`src/rtl/vga_pkg.sv`:
```
// Shared XGA (1024x768 @ 60 Hz) timing constants and small helpers for the
// VGA timing generator.
package vga_pkg;

    localparam int unsigned CNT_W = 11;
    localparam int unsigned OUT_W = 12;
    localparam int unsigned FRAME_CNT_W = 16;
    localparam int unsigned CNT_LIMIT = (1 << CNT_W) - 1;

    localparam int unsigned XGA_H_ACTIVE = 1024;
    localparam int unsigned XGA_H_FP     = 24;
    localparam int unsigned XGA_H_SYNC   = 136;
    localparam int unsigned XGA_H_BP     = 160;
    localparam int unsigned XGA_H_TOTAL  = XGA_H_ACTIVE + XGA_H_FP + XGA_H_SYNC + XGA_H_BP;

    localparam int unsigned XGA_V_ACTIVE = 768;
    localparam int unsigned XGA_V_FP     = 3;
    localparam int unsigned XGA_V_SYNC   = 6;
    localparam int unsigned XGA_V_BP     = 29;
    localparam int unsigned XGA_V_TOTAL  = XGA_V_ACTIVE + XGA_V_FP + XGA_V_SYNC + XGA_V_BP;

    typedef logic [CNT_W-1:0] cnt_t;

    typedef struct packed {
        logic sync;
        logic blnk;
    } axis_flags_t;

    // Sync window is [active+fp, active+fp+sync); blanking starts at active.
    function automatic axis_flags_t axis_flags(
        input cnt_t cnt,
        input cnt_t blnk_start,
        input cnt_t sync_start,
        input cnt_t sync_end
    );
        axis_flags_t f;
        f.blnk = (cnt >= blnk_start);
        f.sync = (cnt >= sync_start) && (cnt < sync_end);
        return f;
    endfunction

endpackage

```
`src/rtl/vga_timing_gen_mod_counter.sv`:
```
// mod_counter: wrap-around counter with enable and carry-out; exposes the
// next-state value so callers can register derived flags with zero skew.
module mod_counter
    import vga_pkg::*;
#(
    parameter int unsigned TOTAL = XGA_H_TOTAL,
    parameter int unsigned W     = CNT_W
) (
    input  logic         pclk,
    input  logic         rst,
    input  logic         en,
    output logic [W-1:0] count,
    output logic [W-1:0] count_next,
    output logic         carry
);

    localparam logic [W-1:0] LAST = W'(TOTAL - 1);

    always_comb begin
        carry      = en && (count == LAST);
        count_next = count;
        if (rst) begin
            count_next = '0;
        end else if (carry) begin
            count_next = '0;
        end else if (en) begin
            count_next = count + 1'b1;
        end
    end

    always_ff @(posedge pclk) begin
        count <= count_next;
    end

endmodule

```
`src/rtl/vga_timing_gen.sv`:
```
// VGA timing generator: registered h/v counts, sync and blank flags.
// Optional frame_start/frame_cnt logic is enabled by VGA_TIMING_FRAME_TICK_EN.
module vga_timing_gen
    import vga_pkg::*;
#(
    parameter int unsigned H_ACTIVE = XGA_H_ACTIVE,
    parameter int unsigned H_FP     = XGA_H_FP,
    parameter int unsigned H_SYNC   = XGA_H_SYNC,
    parameter int unsigned H_BP     = XGA_H_BP,
    parameter int unsigned V_ACTIVE = XGA_V_ACTIVE,
    parameter int unsigned V_FP     = XGA_V_FP,
    parameter int unsigned V_SYNC   = XGA_V_SYNC,
    parameter int unsigned V_BP     = XGA_V_BP
) (
    input  logic                   pclk,
    input  logic                   rst,
    input  logic                   en,
    output logic [OUT_W-1:0]       hcount_out,
    output logic                   hsync_out,
    output logic                   hblnk_out,
    output logic [OUT_W-1:0]       vcount_out,
    output logic                   vsync_out,
    output logic                   vblnk_out,
    output logic                   frame_start,
    output logic [FRAME_CNT_W-1:0] frame_cnt
);

    localparam int unsigned H_TOTAL = H_ACTIVE + H_FP + H_SYNC + H_BP;
    localparam int unsigned V_TOTAL = V_ACTIVE + V_FP + V_SYNC + V_BP;

    if (H_TOTAL > CNT_LIMIT) begin : g_h_total_check
        $error("vga_timing_gen: H_TOTAL %0d exceeds %0d", H_TOTAL, CNT_LIMIT);
    end
    if (V_TOTAL > CNT_LIMIT) begin : g_v_total_check
        $error("vga_timing_gen: V_TOTAL %0d exceeds %0d", V_TOTAL, CNT_LIMIT);
    end

    localparam cnt_t H_BLNK_START = CNT_W'(H_ACTIVE);
    localparam cnt_t H_SYNC_START = CNT_W'(H_ACTIVE + H_FP);
    localparam cnt_t H_SYNC_END   = CNT_W'(H_ACTIVE + H_FP + H_SYNC);
    localparam cnt_t V_BLNK_START = CNT_W'(V_ACTIVE);
    localparam cnt_t V_SYNC_START = CNT_W'(V_ACTIVE + V_FP);
    localparam cnt_t V_SYNC_END   = CNT_W'(V_ACTIVE + V_FP + V_SYNC);

    cnt_t        h_count;
    cnt_t        h_next;
    logic        h_carry;
    cnt_t        v_count;
    cnt_t        v_next;
    logic        v_carry;
    axis_flags_t h_flags_next;
    axis_flags_t v_flags_next;
    axis_flags_t h_flags;
    axis_flags_t v_flags;

    mod_counter #(
        .TOTAL (H_TOTAL),
        .W     (CNT_W)
    ) u_h_counter (
        .pclk       (pclk),
        .rst        (rst),
        .en         (en),
        .count      (h_count),
        .count_next (h_next),
        .carry      (h_carry)
    );

    // The vertical counter steps only on the horizontal wrap.
    mod_counter #(
        .TOTAL (V_TOTAL),
        .W     (CNT_W)
    ) u_v_counter (
        .pclk       (pclk),
        .rst        (rst),
        .en         (h_carry),
        .count      (v_count),
        .count_next (v_next),
        .carry      (v_carry)
    );

    // Flags are derived from the counters' next values so they land in the
    // same output cycle as the counts they describe.
    always_comb begin
        h_flags_next = axis_flags(h_next, H_BLNK_START, H_SYNC_START, H_SYNC_END);
        v_flags_next = axis_flags(v_next, V_BLNK_START, V_SYNC_START, V_SYNC_END);
    end

    always_ff @(posedge pclk) begin
        if (rst) begin
            h_flags <= '0;
            v_flags <= '0;
        end else begin
            h_flags <= h_flags_next;
            v_flags <= v_flags_next;
        end
    end

    always_comb begin
        hcount_out = {1'b0, h_count};
        vcount_out = {1'b0, v_count};
        hsync_out  = h_flags.sync;
        hblnk_out  = h_flags.blnk;
        vsync_out  = v_flags.sync;
        vblnk_out  = v_flags.blnk;
    end

`ifdef VGA_TIMING_FRAME_TICK_EN
    logic                   frame_start_q;
    logic [FRAME_CNT_W-1:0] frame_cnt_q;

    // v_carry already implies en and the horizontal wrap: (last, last) -> (0, 0).
    always_ff @(posedge pclk) begin
        if (rst) begin
            frame_start_q <= 1'b0;
            frame_cnt_q   <= '0;
        end else begin
            frame_start_q <= v_carry;
            if (v_carry) begin
                frame_cnt_q <= frame_cnt_q + 1'b1;
            end
        end
    end

    always_comb begin
        frame_start = frame_start_q;
        frame_cnt   = frame_cnt_q;
    end
`else
    logic frame_wrap_unused;

    always_comb begin
        frame_wrap_unused = v_carry;
        frame_start       = 1'b0;
        frame_cnt         = '0;
    end
`endif

endmodule
```
`config.mk`:
```
export PLATFORM = sky130hd
export DESIGN_NAME = vga_timing_gen
export DESIGN_NICKNAME = d
export VERILOG_FILES = /design/src/rtl/vga_pkg.sv /design/src/rtl/vga_timing_gen_mod_counter.sv /design/src/rtl/vga_timing_gen.sv
export SDC_FILE = /design/constraint.sdc
export NUM_CORES = 1
export LEC_CHECK = 0
export ABC_AREA = 0
export CAP_MARGIN = 10
export CORE_AREA = 5 5 66 68
export CTS_BUF_LIST = sky130_fd_sc_hd__clkbuf_8
export DETAILED_ROUTE_END_ITERATION = 16
export DIE_AREA = 0 0 71 73
export GPL_TIMING_DRIVEN = 0
export PLACE_DENSITY = 0.87
export SYNTH_ARGS = -nofsm -noshare
export SYNTH_HDL_FRONTEND = slang
export SYNTH_SLANG_ARGS = --single-unit
```
`constraint.sdc`:
```
create_clock -name pclk -period 2.3 [get_ports pclk]
set_clock_uncertainty 0.15 [all_clocks]
set_input_delay 0.23 -clock pclk [delete_from_list [all_inputs] [get_ports pclk]]
set_output_delay 0.23 -clock pclk [all_outputs]
set_load 0.005 [all_outputs]
```
==> results of run 1 <==
## cells in the mapped netlist, types with 2 or more instances
library cell,number,share of area
a21oi_1,13,0.041
and2_1,5,0.020
and3_1,3,0.012
and4_1,3,0.017
buf_2,2,0.0064
buf_4,20,0.095
clkbuf_1,5,0.012
dfxtp_1,26,0.33
ha_1,3,0.024
inv_1,3,0.0072
mux2i_1,4,0.025
nand2_1,12,0.029
nand2b_1,2,0.0080
nand3_1,5,0.016
nand4_1,9,0.036
nor2_1,17,0.041
nor2b_1,3,0.012
nor3_1,3,0.0095
nor4_1,2,0.0080
o21ai_0,4,0.013
o31ai_1,2,0.0095
or2_2,2,0.0080
or3_1,6,0.024
xnor2_1,9,0.050
xor2_1,7,0.039
## worst reg2reg max path, stage by stage (launching register included)
cell and delay (ns):
dfxtp_4 0.38, ha_4 0.15, and4bb_2 0.25, nand4_1 0.17, buf_4 0.20, or3_4 0.37, a21oi_4 0.16, a211oi_2 0.09
nor4_2 0.23
## registers in the layout, summed over array words and instances (netlist names)
signal,cells
hblnk_out,1
hsync_out,1
u_h_counter.count,11
u_v_counter.count,11
vblnk_out,1
vsync_out,1
## power groups by stage
| stage | Sequential [mW] | Combinational (mW) | Clock, mW |
|---|---|---|---|
| global placement | 0.468 | 0.0641 | 0 |
| floorplan | 0.468 | 0.0475 | 0 |
| finish | 0.459 | 0.0770 | 0.295 |
| CTS | 0.460 | 0.0671 | 0.305 |
| detailed placement | 0.468 | 0.0652 | 0 |
| global route | 0.460 | 0.0846 | 0.319 |
## metal layers
| layer | global-route usage | routed length [um] | vias to the layer above |
|---|---|---|---|
| li1 | - | - | 743 |
| met1 | 0.186 | 1600 | 700 |
| met2 | 0.250 | 2140 | 62 |
| met3 | 0.0386 | 286 | 4 |
| met4 | 0.0271 | 24 | 0 |
| met5 | 0 | 0 | - |
## per-stage QoR
| step | instances | area [um^2] | setup WS, ns | setup TNS (ns) |
|---|---|---|---|---|
| after global routing | 301 | 2230 | -0.0712 | -0.0731 |
| after detailed placement | 285 | 1990 | -0.565 | -3.55 |
| final | 301 | 2230 | 0.0554 | 0 |
| after floorplan | 207 | 1640 | 0.0250 | 0 |
| after global placement | 285 | 1990 | -0.505 | -2.08 |
| after CTS | 298 | 2150 | 0.000545 | 0 |
## final cells by class
| class | instances | share of cell area |
|---|---|---|
| sequential | 26 | 0.238 |
| timing repair buffer | 42 | 0.171 |
| inverter | 3 | 0.00506 |
| buffer | 27 | 0.0838 |
| multi-input combinational | 149 | 0.449 |
| clock buffer | 4 | 0.0247 |
| tap | 50 | 0.0281 |
## logic make-up (layout without fill, tap and decap cells)
| group | Yosys count | in the layout | synth area share |
|---|---|---|---|
| AO/OA/AOI/OAI | 26 | 26 | 0.100 |
| AND/OR/NAND/NOR | 81 | 81 | 0.297 |
| buffers and inverters | 32 | 76 | 0.131 |
| flip-flops | 26 | 26 | 0.331 |
| adder cells (fa/ha/maj) | 3 | 3 | 0.0239 |
| other | 1 | 19 | 0.00238 |
| XOR/XNOR | 16 | 16 | 0.0891 |
| multiplexers | 4 | 4 | 0.0255 |
## final timing paths
path | slack [ns] | end
worst max-delay path | 0.06 | vsync_out$_SDFF_PP0_
worst min-delay path | 0.37 | u_h_counter.count[0]$_DFF_P_
worst max register to register | 0.06 | vsync_out$_SDFF_PP0_
worst min register to register | 0.42 | u_h_counter.count[2]$_DFF_P_
## what timing repair did
item / CTS / global route
cloned: 1 / 0
resized for setup: 14 / 13
setup buffers: 8 / 5
pin swaps: 5 / 9
setup endpoints to repair: 2 / 3
==> results.cfg, run 1 <==
[grt]
track_usage = 0.146
grt_pass1_wl_um = 6090
grt_max_degree = 15
grt_overflow = 0
antenna_found_initial = 0
first_global_vias = 1332

[timing]
fin_hold_ws_ns = 0.367
setup_viol = 0
min_period_ns = 2.24
fmax_mhz = 446
period_share = 0.976
maxSlewViolCount = 0
rsz0062_at_grt = yes
hold_viol_final = 0

[final_layout]
diodes = 0
multiInputGateArea_um2 = 998
layout_common_cells = 33 x buf_4, 27 x clkdlybuf4s50_1, 22 x dfxtp_1
drive_above_1_share = 0.259
post-route-util = 0.586
nNetsFinal = 258
final_common_cell = buf_4
area_delta_synth_final_pct = 41.5
fillers = 345
area.sequential_um2 = 531

[synthesis]
syn_area_mm2 = 0.00157
synth_seq_area_share = 0.331
synth_seq_cells = 26
async_flop_share = 0
ys_types = 44
synth-main-ff-cell = dfxtp_1
yosysWarnings = 0
avgSynthCellArea_um2 = 8.32
synth_edf_count = 0
netlist_instances = 189

[clocking]
cts.sinks = 26
clockRootBuffer = clkbuf_8
clk_latency_ns = 0.27
cts_tree = built
cts_buffers = 3
htree_levels = 1
cts_hold_buffers = 0
clockBufferDepth = 2
path_clk_slew_ns = 0.09

[route]
drcViolationCount = 0
drt_pass1_iterations = 4
final_antenna_net_count = 0
first_iter_violations = 178
wire_per_inst_um = 13.5
num_vias = 1509
drt-total-wl_um = 4050
via_per_inst = 5.01

[power]
p_clk_frac = 0.355
vdd_drop_max_uv = 293
power.density_mw_per_mm2 = 373
leakage_nw = 0.864
swShare = 0.217
switching_power_mw = 0.181
comb_power_share = 0.093
design_power_total_mw = 0.831
internal-power_mw = 0.651
power_frac_seq = 0.552

[critical_path]
worstPathRequired_ns = 2.33
cp.arrival_ns = 2.27
critPathTopFamily = simple AND/OR/NAND/NOR gates
worstSetupStartpointType = register
ff2ff_path_depth = 8
startpoint = u_h_counter.count[0]$_DFF_P_
regToRegStartpoint = u_h_counter.count[0]$_DFF_P_
crit_path_end_kind = register
crit_type = reg -> reg
cp_cell_sequence = ha_4 -> and4bb_2 -> nand4_1 -> buf_4 -> or3_4 -> a21oi_4 -> a211oi_2 -> nor4_2
slowest_delay_ns = 0.38
critical_path_peak_fanout = 4
critPathSlowestCell = dfxtp_4
cp_num_cells = 8
crit_buf_inv = 1

[min_path]
hold_path.startpoint = en
min_path_type = in -> reg
holdPathStages = 3

[floorplan]
die_x_um = 71
io_pins = 48
fp-row-count = 23
die_h_um = 73
core_mm2 = 0.00380
dieArea_mm2 = 0.00518
initial_core_util = 0.414

[placed_design]
numPortBuffers = 28
place_congestion = 0.866
hpwl_um = 2700

[flow_run]
max-cap-violations = 0

[status]
run_status = finished, final reports clean
Note: power is estimated with default switching activity, not from simulation.
==> inputs of run 2 (changes only) <==
--- a/config.mk
+++ b/config.mk
@@ -6,6 +6,7 @@
 export NUM_CORES = 1
 export LEC_CHECK = 0
 export ABC_AREA = 0
+export ABC_CLOCK_PERIOD_IN_PS = 2300
 export CAP_MARGIN = 10
 export CORE_AREA = 5 5 66 68
 export CTS_BUF_LIST = sky130_fd_sc_hd__clkbuf_8
==> results of run 2 <==
Final layout, timing and power as in run 1 (identical DEF).
==> inputs of run 3 (changes only) <==
--- a/config.mk
+++ b/config.mk
@@ -8,12 +8,13 @@
 export ABC_AREA = 0
 export ABC_CLOCK_PERIOD_IN_PS = 2300
 export CAP_MARGIN = 10
-export CORE_AREA = 5 5 66 68
+export CORE_AREA = 5 5 64 66
 export CTS_BUF_LIST = sky130_fd_sc_hd__clkbuf_8
 export DETAILED_ROUTE_END_ITERATION = 16
-export DIE_AREA = 0 0 71 73
+export DIE_AREA = 0 0 69 71
 export GPL_TIMING_DRIVEN = 0
-export PLACE_DENSITY = 0.87
+export PLACE_DENSITY = 0.86
 export SYNTH_ARGS = -nofsm -noshare
 export SYNTH_HDL_FRONTEND = slang
+export SYNTH_HIERARCHICAL = 1
 export SYNTH_SLANG_ARGS = --single-unit
==> results.cfg, run 3 <==
[status]
run_status = finished, violations left
violations = negative setup slack

[route]
final_antenna_net_count = 0
num_vias = 1286
drt-total-wl_um = 3250
drt_pass1_iterations = 4
via_per_inst = 4.83
drcViolationCount = 0
wire_per_inst_um = 12.2
first_iter_violations = 68

[final_layout]
top_regs = u_h_counter/count (11), u_v_counter/count (11)
fillers = 329
drive_above_1_share = 0.280
layout_common_cells = 30 x buf_4, 27 x clkdlybuf4s50_1, 23 x dfxtp_1
final_common_cell = buf_4
nNetsFinal = 225
area_delta_synth_final_pct = 47.5
final_cells = 266
diodes = 0
design_area_mm2 = 0.00203

[grt]
first_global_vias = 1166
grt_pass1_wl_um = 5200
grt_max_degree = 15
track_usage = 0.126
grt.busiest_layer = met2
use_met3 = 0.0440
grtUsageMet2 = 0.225
met1_usage = 0.147
antenna_found_initial = 0
grt_overflow = 0

[placed_design]
post-place-ws_ns = -0.606
place_area_mm2 = 0.00181
place_inst = 251
hpwl_um = 2300
place_congestion = 0.848
numPortBuffers = 27

[clocking]
cts.sinks = 26
clk_latency_ns = 0.26
clockBufferDepth = 2
cts_buffers = 3
clockRootBuffer = clkbuf_8
path_clk_slew_ns = 0.09
cts_tree = built
htree_levels = 1

[floorplan]
initial_core_util = 0.391
die_x_um = 69
core_mm2 = 0.00352
fp-row-count = 22
dieArea_mm2 = 0.00490
io_pins = 48
die_h_um = 71

[power]
leakage_nw = 0.785
power.density_mw_per_mm2 = 413
design_power_total_mw = 0.839
vdd_drop_max_uv = 335

[min_path]
hold_path.startpoint = en
min_path_type = in -> reg
min_to = u_h_counter/count[0]$_DFF_P_
holdPathStages = 3

[synthesis]
syn_area_mm2 = 0.00138
netlist_instances = 158
avgSynthCellArea_um2 = 8.71
yosysWarnings = 6

[timing]
period_share = 1.14
fin_hold_ws_ns = 0.0888
fmax_mhz = 382
finalWorstSetupSlack_ns = -0.316
rsz0062_at_grt = yes
setup_viol = 3
hold_viol_final = 0
maxSlewViolCount = 0
min_period_ns = 2.62

[critical_path]
ff2ff_path_depth = 11
crit_path_end_kind = register
crit_type = reg -> reg
worstPathRequired_ns = 2.37
regToRegStartpoint = u_h_counter/count[0]$_DFF_P_
worstSetupStartpointType = register
r2r_slack_ns = -0.32
worstReg2RegEnd = vsync_out$_SDFF_PP0_
cp.arrival_ns = 2.68
critical_path_peak_fanout = 7

[flow_run]
max-cap-violations = 0
[run 3: changes by cell type in the layout (fill, tap and decap cells not counted), moves of 3 or more]
cell,change
clkbuf_1,-4
and2_1,-5
a21oi_1,-4
a21oi_2,+3
xor2_1,-3
nor2_1,-3
buf_4,-3
nand4_1,-3
buf_6,+3
[run 3: metal layers]
layer  up-vias  share of wire  wire [um]
met4         0         0.0037         12
met1       590           0.42       1380
met5         -              0          0
met3         2          0.067        218
li1        645              -          -
met2        49           0.51       1640
[run 3: final cells by class]
cell class	instances	area [um^2]	share of cell area
tap	48	60.1	0.0296
clock buffer	4	55.1	0.0271
inverter	4	15.0	0.00739
multi-input combinational	123	831	0.409
sequential	26	529	0.261
buffer	22	176	0.0869
timing repair buffer	39	364	0.179
[run 3: worst max path at each step]
stage	start	to	slack [ns]	cells past startpoint
6_report	u_h_counter/count[0]$_DFF_P_	vsync_out$_SDFF_PP0_	-0.32	11
5_1_grt	u_h_counter/count[0]$_DFF_P_	vsync_out$_SDFF_PP0_	-0.42	11
4_1_cts	u_h_counter/count[0]$_DFF_P_	vsync_out$_SDFF_PP0_	-0.31	11
3_5_place_dp	u_h_counter/count[8]$_DFF_P_	vsync_out$_SDFF_PP0_	-0.61	11
3_3_place_gp	u_h_counter/count[8]$_DFF_P_	vsync_out$_SDFF_PP0_	-0.58	11
2_1_floorplan	u_h_counter/count[1]$_DFF_P_	vsync_out$_SDFF_PP0_	-0.40	12
[run 3: repair_timing]
| item | in CTS | in global routing |
|---|---|---|
| setup endpoints to repair | 9 | 8 |
| gates cloned | 0 | 0 |
| gates resized for setup | 9 | 10 |
| buffers inserted | 10 | 2 |
| pin swaps | 7 | 4 |
| endpoints found under the hold margin | 0 | 0 |
| hold buffers | 0 | 0 |
[run 3: through the flow]
| step | util | TNS, ns |
|---|---|---|
| 6_report | 0.576 | -0.455 |
| 3_5_place_dp | 0.515 | -1.46 |
| 4_1_cts | 0.559 | -0.453 |
| 2_1_floorplan | - | -0.546 |
| 5_1_grt | 0.576 | -0.934 |
| 3_3_place_gp | 0.515 | -1.35 |
[run 3: where the power goes]
part           internal (mW)  leakage [nW]  switching [mW]
combinational         0.0511         0.545          0.0370
sequential             0.455         0.212         0.00635
clock                  0.153        0.0288           0.137
total                  0.659         0.785           0.180
[run 3: worst max-delay path: stages (launching register included)]
cell and delay, ns:
dfxtp_4 0.37, ha_4 0.13, and4_4 0.21, and3_4 0.18, and2_4 0.16, nand2_4 0.06
o41ai_4 0.33, buf_6 0.17, buf_4 0.18, a21oi_1 0.08, nor4_1 0.35, and3_1 0.20
